<file path="src/rtl/quad_rate_scheduler.sv">
// Four-channel fractional rate scheduler: one shared adder/comparator walks the
// channels in turn on each tick. Optional sync_start port under QUAD_RATE_SCHED_SYNC_EN.
module quad_rate_scheduler #(
    parameter int COUNT_BITS = 32
) (
    input  logic                  clk,
    input  logic                  reset_n,
    input  logic                  tick,
    input  logic [3:0]            enable,
    input  logic                  cfg_we,
    input  logic [1:0]            cfg_sel,
    input  logic [COUNT_BITS-1:0] cfg_multiplicand,
    input  logic [COUNT_BITS-1:0] cfg_dividend,
    input  logic                  overrun_clr,
`ifdef QUAD_RATE_SCHED_SYNC_EN
    input  logic                  sync_start,
`endif
    output logic [3:0]            step,
    output logic                  busy,
    output logic                  overrun
);

    typedef enum logic {IDLE, SCAN} state_t;

    state_t                  state_q, state_d;
    logic [1:0]              slot_q, slot_d;
    logic [3:0]              step_q, step_d;
    logic                    overrun_q, overrun_d;
    logic [COUNT_BITS-1:0]   mult_q [4];
    logic [COUNT_BITS-1:0]   mult_d [4];
    logic [COUNT_BITS-1:0]   div_q  [4];
    logic [COUNT_BITS-1:0]   div_d  [4];
    logic [COUNT_BITS-1:0]   acc_q  [4];
    logic [COUNT_BITS-1:0]   acc_d  [4];

    logic [COUNT_BITS:0]     sum;
    logic [COUNT_BITS:0]     diff;
    logic [COUNT_BITS:0]     div_ext;
    logic                    active;
    logic                    set_ovr;

    assign div_ext = {1'b0, div_q[slot_q]};
    assign sum     = {1'b0, acc_q[slot_q]} + {1'b0, mult_q[slot_q]};
    assign diff    = sum - div_ext;

    // A config write to the channel being scanned takes priority over its update.
    assign active  = (state_q == SCAN) && enable[slot_q] && (div_q[slot_q] != '0)
                     && !(cfg_we && (cfg_sel == slot_q));

    always_comb begin
        state_d   = state_q;
        slot_d    = slot_q;
        step_d    = '0;
        overrun_d = overrun_q;
        mult_d    = mult_q;
        div_d     = div_q;
        acc_d     = acc_q;
        set_ovr   = 1'b0;

        case (state_q)
            IDLE: begin
                if (tick) begin
                    state_d = SCAN;
                    slot_d  = 2'd0;
                end
            end
            SCAN: begin
                if (tick) set_ovr = 1'b1;
                slot_d = slot_q + 2'd1;
                if (slot_q == 2'd3) state_d = IDLE;
            end
            default: state_d = IDLE;
        endcase

        if (active) begin
            if (sum >= div_ext) begin
                step_d[slot_q] = 1'b1;
                // Excess of more than one period is dropped so at most one step per tick.
                if (diff >= div_ext) begin
                    acc_d[slot_q] = div_q[slot_q] - 1'b1;
                    set_ovr       = 1'b1;
                end else begin
                    acc_d[slot_q] = diff[COUNT_BITS-1:0];
                end
            end else begin
                acc_d[slot_q] = sum[COUNT_BITS-1:0];
            end
        end

        if (cfg_we) begin
            mult_d[cfg_sel] = cfg_multiplicand;
            div_d[cfg_sel]  = cfg_dividend;
            acc_d[cfg_sel]  = '0;
        end

`ifdef QUAD_RATE_SCHED_SYNC_EN
        if (sync_start) begin
            for (int i = 0; i < 4; i++) acc_d[i] = '0;
            state_d = IDLE;
            slot_d  = 2'd0;
            step_d  = '0;
        end
`endif

        if (overrun_clr) overrun_d = 1'b0;
        if (set_ovr)     overrun_d = 1'b1;
    end

    always_ff @(posedge clk or negedge reset_n) begin
        if (!reset_n) begin
            state_q   <= IDLE;
            slot_q    <= 2'd0;
            step_q    <= '0;
            overrun_q <= 1'b0;
            for (int i = 0; i < 4; i++) begin
                mult_q[i] <= '0;
                div_q[i]  <= '0;
                acc_q[i]  <= '0;
            end
        end else begin
            state_q   <= state_d;
            slot_q    <= slot_d;
            step_q    <= step_d;
            overrun_q <= overrun_d;
            mult_q    <= mult_d;
            div_q     <= div_d;
            acc_q     <= acc_d;
        end
    end

    assign step    = step_q;
    assign busy    = (state_q == SCAN);
    assign overrun = overrun_q;

endmodule
</file>
<file path="config.mk">
export PLATFORM = sky130hd
export DESIGN_NAME = quad_rate_scheduler
export DESIGN_NICKNAME = d
export VERILOG_FILES = /design/src/rtl/quad_rate_scheduler.sv
export SDC_FILE = /design/constraint.sdc
export NUM_CORES = 1
export LEC_CHECK = 0
export ABC_AREA = 1
export CAP_MARGIN = 20
export CORE_MARGIN = 2
export CORE_UTILIZATION = 40
export DETAILED_ROUTE_END_ITERATION = 8
export PLACE_DENSITY = 0.68
export SLEW_MARGIN = 10
export SYNTH_ARGS = -nofsm -noshare
export SYNTH_HDL_FRONTEND = slang
export SYNTH_SLANG_ARGS = --single-unit
export TNS_END_PERCENT = 100
</file>
<file path="constraint.sdc">
create_clock -name clk -period 7.55 [get_ports clk]
set_input_delay 1.51 -clock clk [delete_from_list [all_inputs] [get_ports clk]]
set_output_delay 1.51 -clock clk [all_outputs]
set_load 0.005 [all_outputs]
</file>
==> impl_metrics.env <==
export IMPL_run_status="completed"
export IMPL_grt_antenna_before_repair=0
export IMPL_clock_skew_ns=0.03476
export IMPL_area_sequential_um2=9817
export IMPL_min_period_over_period_pct=96.00
export IMPL_timing_slew_headroom_pct=31.17
export IMPL_final_cell_mix="sky130_fd_sc_hd__nand2_1, sky130_fd_sc_hd__o21ai_0, sky130_fd_sc_hd__dfrtp_1, sky130_fd_sc_hd__nor2_1, sky130_fd_sc_hd__inv_1"
export IMPL_max_slew_worst_pin_slew_ns=1.033
export IMPL_holdCritPathClass="flip-flop to flip-flop"
export IMPL_syn_cell_area_um2=26090
export IMPL_timing_setup_tns_ns=0
export IMPL_criticalPathCategory="flip-flop to flip-flop"
export IMPL_cts_sink_count=392
export IMPL_std_cell_rows=93
export IMPL_tritoncts="built"
export IMPL_cts_reportedPaths_clkPinSlew_ns=0.06
export IMPL_worst_path_most_repeated_cell="sky130_fd_sc_hd__nand2_1"
export IMPL_grt_overflow_total=0
export IMPL_design_die_area_um2=67280
export IMPL_clk_insertion_delay_late_ns=0.60
export IMPL_multiInputGateArea_um2=14250
export IMPL_yosysTopAreaCellShare_pct=37.60
export IMPL_crit_path_max_delay_cell_type="sky130_fd_sc_hd__dfrtp_4"
export IMPL_synth_largest_area_cell="sky130_fd_sc_hd__dfrtp_1"
export IMPL_drive_above_1_share_pct=5.943
export IMPL_core_area_um2=64460
export IMPL_timing_critical_path_slowest_cell_delay_ns=0.58
export IMPL_postSynthRegisterBits=392
export IMPL_synth_area_per_cell_um2=6.762
export IMPL_ff2ff_path_depth=38
export IMPL_crit_fanout=35
export IMPL_critPathCaptureType="flip-flop"
export IMPL_min_delay_path_depth=2
export IMPL_start_util_pct=40.47
export IMPL_layout_min_cycle_time_ns=7.248
export IMPL_finalNetCount=4032
export IMPL_required_ns=8.06
export IMPL_synth_main_ff_cell="sky130_fd_sc_hd__dfrtp_1"
export IMPL_cts_max_level=2
export IMPL_grt_max_degree=147
export IMPL_hold_fails_final_rpt=0
export IMPL_layout_area_overhead_vs_synth_pct=12.72
export IMPL_cts_buffers_inserted=45
export IMPL_wirelength_um=87470
export IMPL_maxClockFrequency_mhz=138.0
export IMPL_synth_enable_flop_cells=0
export IMPL_first_pass_iters=8
export IMPL_final_antenna_net_count=0
export IMPL_grt_pass1_vias=23780
export IMPL_diodes=0
export IMPL_die_width_um=259.4
export IMPL_detailed_place_area_um2=27650
export IMPL_timing_critical_path_from_type="flip-flop"
export IMPL_setup_violations_final=0
export IMPL_remaining_drc_errors=0
export IMPL_grt_first_pass_wirelength_um=136900
export IMPL_number_of_vias_after_detailed_routing=25740
export IMPL_vias_per_cell=5.429
export IMPL_global_route_usage_total_pct=25.69
export IMPL_fillCellCount=6668
export IMPL_i_o_pins=81
export IMPL_clk_root_buffer_cell="sky130_fd_sc_hd__clkbuf_16"
export IMPL_clockBufferDepth=3
export IMPL_synth_cell_types=45
export IMPL_port_buffer_count=80
export IMPL_synthesis_instances=3858
export IMPL_layout_cells_most_common="sky130_fd_sc_hd__nand2_1"
export IMPL_grt_setup_unrepaired="no"
export IMPL_drt_iter0_drc=2962
export IMPL_half_perimeter_wire_length_after_placement_um=60360
export IMPL_critPathArrivalTime_ns=7.76
export IMPL_detail_route_wl_per_cell_um=18.44
export IMPL_syn_nets=4037
export IMPL_synth_area_leaders="sky130_fd_sc_hd__dfrtp_1, sky130_fd_sc_hd__nand2_1, sky130_fd_sc_hd__o21ai_0"
export IMPL_async_reset_ff_share_pct=100.0
export IMPL_maxSlewViolCount=0
export IMPL_ys_seq_area_share_pct=37.60
export IMPL_final_design_area_no_fill_um2=29400
export IMPL_max_cap_viol_count=0
export IMPL_place_gp_congestion=1.027
export IMPL_synth_yosys_warnings=0
export IMPL_chipHeight_um=259.4
-- synth_stat cells, types with 7 or more instances --
library cell	count
sky130_fd_sc_hd__a21oi_1	255
sky130_fd_sc_hd__buf_1	7
sky130_fd_sc_hd__buf_2	35
sky130_fd_sc_hd__buf_6	13
sky130_fd_sc_hd__clkbuf_1	144
sky130_fd_sc_hd__dfrtp_1	392
sky130_fd_sc_hd__ha_1	102
sky130_fd_sc_hd__inv_1	338
sky130_fd_sc_hd__inv_2	8
sky130_fd_sc_hd__nand2_1	1218
sky130_fd_sc_hd__nand3_1	244
sky130_fd_sc_hd__nand4_1	9
sky130_fd_sc_hd__nor2_1	369
sky130_fd_sc_hd__nor3_1	29
sky130_fd_sc_hd__o21a_1	21
sky130_fd_sc_hd__o21ai_0	437
sky130_fd_sc_hd__o21ai_1	11
sky130_fd_sc_hd__o22ai_1	47
sky130_fd_sc_hd__o31ai_1	16
sky130_fd_sc_hd__or2_2	21
sky130_fd_sc_hd__xnor2_1	19
sky130_fd_sc_hd__xor2_1	52
-- cell type report --
type,count,share of cell area (%)
tap,855,3.638
clock inverter,17,0.8085
inverter,346,4.464
timing repair buffer,153,4.826
sequential,392,33.39
multi-input combinational,2915,48.46
clock buffer,64,4.413
-- registers in the layout (all words and copies together) (netlist names) --
name,flops
step,4
div_q,128
overrun,1
acc_q,128
mult_q,128
busy,1
slot_q,2
-- per-layer routing --
| metal | vias up | wire (µm) | global-route usage [%] |
|---|---|---|---|
| li1 | 12440 | - | - |
| met1 | 12010 | 38860 | 37.05 |
| met2 | 1092 | 37200 | 38.11 |
| met3 | 204 | 7577 | 4.442 |
| met4 | 0 | 3831 | 10.20 |
| met5 | - | 0 | 0 |
-- worst max-delay path: cells and delay by family (launching register included) --
kind,cells,cell delay [ns]
adder cells (fa/ha/maj),4,1.38
XOR/XNOR,2,0.77
AND/OR/NAND/NOR,22,2.73
buffers and inverters,6,0.93
AO/OA/AOI/OAI,4,0.73
flip-flops,1,0.58
-- path summary, 6_finish.rpt --
path	endpoint	from	slack (ns)
setup / recovery	acc_q[87]	slot_q[0]	0.30
hold / removal	mult_q[47]	mult_q[47]	0.48
setup reg to reg	acc_q[87]	slot_q[0]	0.30
hold reg to reg	mult_q[47]	mult_q[47]	0.48
max in group asynchronous	mult_q[79]	reset_n	5.12
min in group asynchronous	acc_q[7]	reset_n	0.94
-- per-stage QoR --
| step | instances | worst slack (ns) | util (%) | hold slack (ns) |
|---|---|---|---|---|
| 5_1_grt | 4742 | 0.0006386 | 45.61 | 0.4973 |
| 3_3_place_gp | 4658 | 0.1816 | 42.89 | 0.4604 |
| 6_report | 4742 | 0.3018 | 45.61 | 0.4804 |
| 2_1_floorplan | 3858 | 1.367 | - | 0.4478 |
| 3_5_place_dp | 4658 | 0.09391 | 42.89 | 0.4677 |
| 4_1_cts | 4739 | 0.04345 | 45.28 | 0.4821 |
-- timing repair --
item | 4_1_cts | 5_1_grt
gates resized for setup | 0 | 35
setup buffers | 0 | 2
endpoints found under the setup margin | 0 | 129
hold buffers | 0 | 0
-- kinds of logic (layout without fill, tap and decap cells) --
group | count (synthesis) | count (layout) | synth area share [%]
xor+xnor | 71 | 71 | 2.384
compound gates | 816 | 816 | 16.52
flops | 392 | 392 | 37.60
simple gates | 1924 | 1924 | 29.89
fa+ha+maj | 104 | 104 | 5.046
buf+inv | 551 | 580 | 8.557
Power is not shown: default switching activity piles up to over one toggle a cycle in this logic, so the estimate is an artifact.
